$ cat src/rtl/seq_mul_pkg.sv
// rtl/seq_mul_pkg.sv - shared state encoding and magnitude helper for seq_mul_hs
package seq_mul_pkg;

  typedef enum logic [1:0] {
    IDLE = 2'd0,
    RUN  = 2'd1,
    DONE = 2'd2
  } state_t;

  // |x| of the low w bits of x; x[w-1] is the sign when signed_en is set.
  function automatic logic [63:0] mag(input logic [63:0] x, input int unsigned w,
                                      input logic signed_en);
    logic [63:0] mask;
    mask = (64'd1 << w) - 64'd1;
    if (signed_en && (((x >> (w - 1)) & 64'd1) != 64'd0))
      return (~x + 64'd1) & mask;
    return x & mask;
  endfunction

endpackage

$ cat src/rtl/seq_mul_hs.sv
// rtl/seq_mul_hs.sv - shift-and-add multiplier with valid/ready operand and result handshakes
module seq_mul_hs
  import seq_mul_pkg::*;
#(
  parameter int WA = 8,
  parameter int WB = 3
) (
  input  logic             clk,
  input  logic             rst_n,
  input  logic             in_valid,
  output logic             in_ready,
  input  logic [WA-1:0]    a,
  input  logic [WB-1:0]    b,
  input  logic             is_signed,
  input  logic             abort,
  output logic             out_valid,
  input  logic             out_ready,
  output logic [WA+WB-1:0] result
);

  localparam int WP = WA + WB;

  state_t        state, state_n;
  logic [WP-1:0] acc, acc_n;
  logic [WP-1:0] ma, ma_n;
  logic [WB-1:0] mb, mb_n;
  logic          neg, neg_n;
  logic [WA-1:0] a_mag;
  logic [WB-1:0] b_mag;

  // Magnitudes of the most negative values still fit in the unsigned widths.
  assign a_mag = WA'(mag(64'(a), WA, is_signed));
  assign b_mag = WB'(mag(64'(b), WB, is_signed));

  always_ff @(posedge clk or negedge rst_n) begin
    if (!rst_n) begin
      state <= IDLE;
      acc   <= '0;
      ma    <= '0;
      mb    <= '0;
      neg   <= 1'b0;
    end else begin
      state <= state_n;
      acc   <= acc_n;
      ma    <= ma_n;
      mb    <= mb_n;
      neg   <= neg_n;
    end
  end

  always_comb begin
    state_n = state;
    acc_n   = acc;
    ma_n    = ma;
    mb_n    = mb;
    neg_n   = neg;
    case (state)
      IDLE: begin
        if (in_valid) begin
          ma_n    = WP'(a_mag);
          mb_n    = b_mag;
          acc_n   = '0;
          neg_n   = is_signed & (a[WA-1] ^ b[WB-1]);
          state_n = (b_mag != '0) ? RUN : DONE;
        end
      end
      RUN: begin
        if (abort) begin
          state_n = IDLE;
        end else begin
          if (mb[0]) acc_n = acc + ma;
          ma_n = ma << 1;
          mb_n = mb >> 1;
          // Early exit: stop as soon as no multiplier bits remain.
          if (mb_n == '0) state_n = DONE;
        end
      end
      DONE: begin
        if (out_ready) state_n = IDLE;
      end
      default: state_n = IDLE;
    endcase
  end

  assign in_ready  = (state == IDLE);
  assign out_valid = (state == DONE);
  assign result    = out_valid ? (neg ? -acc : acc) : '0;

endmodule
$ cat config.mk
export PLATFORM = sky130hd
export DESIGN_NAME = seq_mul_hs
export DESIGN_NICKNAME = d
export VERILOG_FILES = /design/src/rtl/seq_mul_pkg.sv /design/src/rtl/seq_mul_hs.sv
export SDC_FILE = /design/constraint.sdc
export NUM_CORES = 1
export LEC_CHECK = 0
export CORE_ASPECT_RATIO = 0.6
export CORE_UTILIZATION = 45
export CTS_CLUSTER_DIAMETER = 60
export DETAILED_ROUTE_END_ITERATION = 7
export PLACE_DENSITY = 0.71
export SLEW_MARGIN = 20
export SYNTH_ARGS = -nofsm -noshare
export SYNTH_HDL_FRONTEND = slang
export SYNTH_SLANG_ARGS = --single-unit
$ cat constraint.sdc
create_clock -name clk -period 6.1 [get_ports clk]
set_input_delay 0.61 -clock clk [delete_from_list [all_inputs] [get_ports clk]]
set_output_delay 0.61 -clock clk [all_outputs]
set_load 0.005 [all_outputs]
==> results.md <==
Clocking:
- The TritonCTS buffer count is 3.
- Clock tree synthesis found a total of 28 sinks.
- The number of hold buffers added after CTS was 0.
- The number of gates given a new drive strength after cts is 0.
- The number of levels the H-tree was split into is 1.
- The clock insertion delay at the later pin of the skew report is ~0.28 ns.
- The number of buffers between clock root and the deepest sink is 2.
- The number of setup buffers added after CTS is 0.
- The buffer cell driving the clock tree root is clkbuf_8.
- Clock-pin slew was measured on the worst setup and hold paths at 0.10 ns.
- TritonCTS built the clock tree.

Floorplan:
- The floorplan has 19 rows.
- The die span in x is 91.95 µm.
- The starting utilization of the core area is a little under half.
- The total area inside the core boundary comes to approximately 4600 µm².
- The die is around 56 µm tall.
- The die area is approximately 5100 µm².
- 30 I/O pins were placed.

Placement:
- The half-perimeter wire length after placement is about 3.7 mm.
- The count of input and output buffers is 29.
- Routability-driven placement finished with a final weighted congestion of 0.8748.

Final layout:
- The antenna diode instance count is 0.
- The number of fillers in the final layout is approximately 460.
- The share of cells above drive strength 1 is 4.124%.
- Compared with the post-synthesis result, the final layout area differs by 17.58%.
- The final layout contains approximately 320 nets.
- Once layout is complete, the utilization of the core stands at 55.70%.

Global route:
- The number of antenna violations at the first check in global routing is 0.
- Global routing consumed, over all layers together, around a fifth of the routing resources.
- The via count of the first global-routing pass is about 1,600.
- The global-route wire length before repair is roughly 8 mm.
- Entering global routing, the biggest net connects 29 pins.
- The residual overflow from global routing is 0.

Min path:
- The tightest min-delay check is of the register to register type.

Power and ir drop:
- The worst-case IR drop observed on VDD is between 0.00015 and 0.0002 V.
- The static leakage is ~0.0011 µW.
- The total power per unit cell area is ~380 nW/µm².

Synth:
- The yosys synthesis warning count is 0.
- The fraction of synthesis flops using an asynchronous set or reset pin is 100.0%.
- The number of unique standard cell types used by synthesis is between 40 and 50.
- The mean instance size in the synthesized netlist is between 8 and 9 µm².
- For this run, the register share of the synthesized area comes to between 30% and 40%.
- The fraction of the mapped netlist area in compound gates is roughly a fifth.
- When the netlist entered floorplanning its net count stood at 303.
- The xor-xnor portion of the synthesized cell area is about 7.6%.
- Summing every instance area after synthesis gives between 2000 and 2500 µm².
- The post-synthesis share of cell area spent on and, or, nand and nor gates is between 20% and 30%.
- The number of synthesized flops with an enable pin is 0.
- Among all flip-flop cells after synthesis, the most frequent one is dfrtp_1.
- The synthesized instance count is 271.
- After Yosys synthesis, full adders, half adders and majority gates account for a little under 9% of the synthesized area.
- By area, the combinational part of the netlist is dominated by simple AND/OR/NAND/NOR gates.
- Multiplexer cells account for approximately 3.3% of the synthesized area.
- Counting flops and latches in the post-synthesis netlist gives 28.

Setup path:
- The path depth of the worst reg2reg path is 7.
- The count of buffering cells on the critical path with inverters included is 1.
- The signal on the critical path passes through or4_1, or3_4, o21ai_2, xor2_1, nor2_1, clkdlybuf4s50_1.
- Of all nets on the critical path, the largest fanout is 5.
- The cell with the largest stage delay on the worst path is or4_1.
- The critical path ends at result[7].
- The worst register-to-register path ends at acc[10].
- The number of stages on the worst setup path is 6.
- The critical path starts at acc[3].
- The nature of the critical path startpoint is a register.
- The kind of cell with the highest combined delay along the critical path is simple AND/OR/NAND/NOR gates.
- The worst stage delay on the critical path is roughly 0.54 ns.
- The startpoint identified for the worst register-to-register timing path is acc[0].
- The critical path capture point type is a primary output.
- The critical path arrival is 2.43 ns.
- The setup check on the worst reg-to-reg path leaves a slack of slightly below 4 ns.
- The required time at the endpoint of the critical path is roughly 5.5 ns.
- The category of the most critical setup path is register to primary output.

Route:
- The count of unresolved DRC violations after routing is 0.
- Detailed routing inserted a total of about 1,900 vias.
- The routed length per instance is between 10 and 15 µm.
- The final wirelength is around 4.7 mm.
- In this run the remaining antenna-violating nets after routing total 0.
- After detailed routing, the number of vias per cell comes to 5.376.
- The pre-antenna-repair detailed-routing pass consisted of 4 iterations.
- The detailed router's first-iteration violation count is approximately 110.

STA:
- The final critical path takes up approximately half of the cycle.
- The final-layout setup total negative slack is 0 ns.
- The worst pin sits at a relative slew slack of between 20 and 30%.
- Timing would allow up to between 300 and 400 MHz.
- The final-report hold violation count was 0.
- For the pin with the worst max-slew slack, the measured transition is 1.060 ns.
- The smallest clock period supported by the final layout is computed as ~3.0 ns.
- The final-report setup violation count is 0.
- The post-route worst hold slack is roughly 0.52 ns.
- The number of pins with negative max-slew slack in the final report is 0.
- The final worst clock skew is ~0.0061 ns.
- Setup repair after global routing left no endpoint under its margin.

Run:
- The number of maximum-capacitance constraint violations is 0.

Outcome:
- The flow ran to the end, and the final reports show no timing, DRC or antenna violations.
-- power by group --
part	switching, µW	internal [µW]	total (µW)
Combinational	272	218	490
Sequential	94.9	249	344
Clock	59.9	88.0	148
-- area by class of cell --
class | count | area [µm²] | area share (%)
inverters | 12 | 45.04 | 1.754
clock buffers | 3 | 41.29 | 1.607
multi-input cells | 217 | 1375 | 53.53
repair buffers | 30 | 297.8 | 11.59
well taps | 63 | 78.83 | 3.069
flip-flops and latches | 28 | 700.7 | 27.28
clock inverters | 1 | 30.03 | 1.169
-- cell families after synthesis --
kind of cell,after synthesis
buffers and inverters,26
xor gates and xnor gates,19
muxes,7
AOI/OAI and AO/OA,73
DFF,28
adders and majority gates,15
and+or+nand+nor,103
-- worst min-delay path, delay by kind of cell (launching register included) --
| kind | cells | cell delay [ns] |
|---|---|---|
| AO/OA/AOI/OAI | 1 | 0.06 |
| flip-flops | 1 | 0.37 |
| AND/OR/NAND/NOR | 1 | 0.05 |
-- synthesized netlist by cell type (2+ instances only) --
cell type	count	share of area (%)
a211oi_1	5	1.7
a21boi_1	2	0.69
a21o_1	3	1.0
a21oi_1	18	4.1
a31oi_1	2	0.57
and3_1	2	0.57
clkbuf_1	12	2.1
dfrtp_1	28	32
ha_1	14	8.0
inv_1	12	2.1
mux2i_1	6	2.7
nand2_1	40	6.9
nand2b_1	4	1.1
nand3_1	15	3.4
nand3b_1	3	1.0
nand4_1	2	0.57
nor2_1	21	3.6
nor2b_1	2	0.57
nor3_1	4	0.92
o21a_1	2	0.69
o21ai_0	19	4.4
o21ai_1	8	1.8
o21ai_2	2	0.80
o31ai_1	5	1.7
or3_1	4	1.1
xnor2_1	6	2.4
xor2_1	13	5.2
-- flip-flops by register name, indices dropped and copies added (netlist names) --
register  cells
acc          11
ma           11
mb            3
state         2
neg           1
-- worst min path at each step --
stage	slack [ns]	endpoint	startpoint	cells past startpoint
global route	0.57	ma[6]	ma[6]	2
global placement	0.49	mb[0]	mb[0]	2
CTS	0.52	mb[1]	mb[1]	2
floorplan	0.31	acc[0]	rst_n	0
detailed placement	0.50	mb[1]	mb[1]	2
finish	0.52	mb[1]	mb[1]	2
-- cell usage in the layout (no fill, tap or decap), drive strengths merged, types with 2 or more instances in the layout --
master and count:
nand2 40, clkdlybuf4s50 29, o21ai 29, dfrtp 28
nor2 21, a21oi 18, nand3 16, ha 14
xor2 13, inv 12, xnor2 6, mux2i 6
o31ai 5, a211oi 5, or3 5, nand2b 4
nor3 4, nand3b 3, a21o 3, clkbuf 3
nor2b 2, o21a 2, a31oi 2, nand4 2
a21boi 2, and3 2
-- metal layers --
metal,vias up,routed length [µm],GRT usage (%)
li1,998,-,-
met1,838,2654,33.68
met2,65,1677,23.99
met3,2,370,5.328
met4,0,10,2.679
met5,-,0,0
-- stage by stage --
stage | cell area [µm²] | setup WS (ns) | std cells | power, µW
final | 2569 | 3.063 | 354 | 982.3
after global placement | 2497 | 3.408 | 350 | 828.2
after CTS | 2569 | 3.041 | 354 | 983.6
after floorplan | 2185 | 3.901 | 271 | 711.9
after global routing | 2569 | 2.897 | 354 | 1072
after detailed placement | 2497 | 3.360 | 350 | 834.0
No activity file was read; power rests on OpenSTA's default activity.
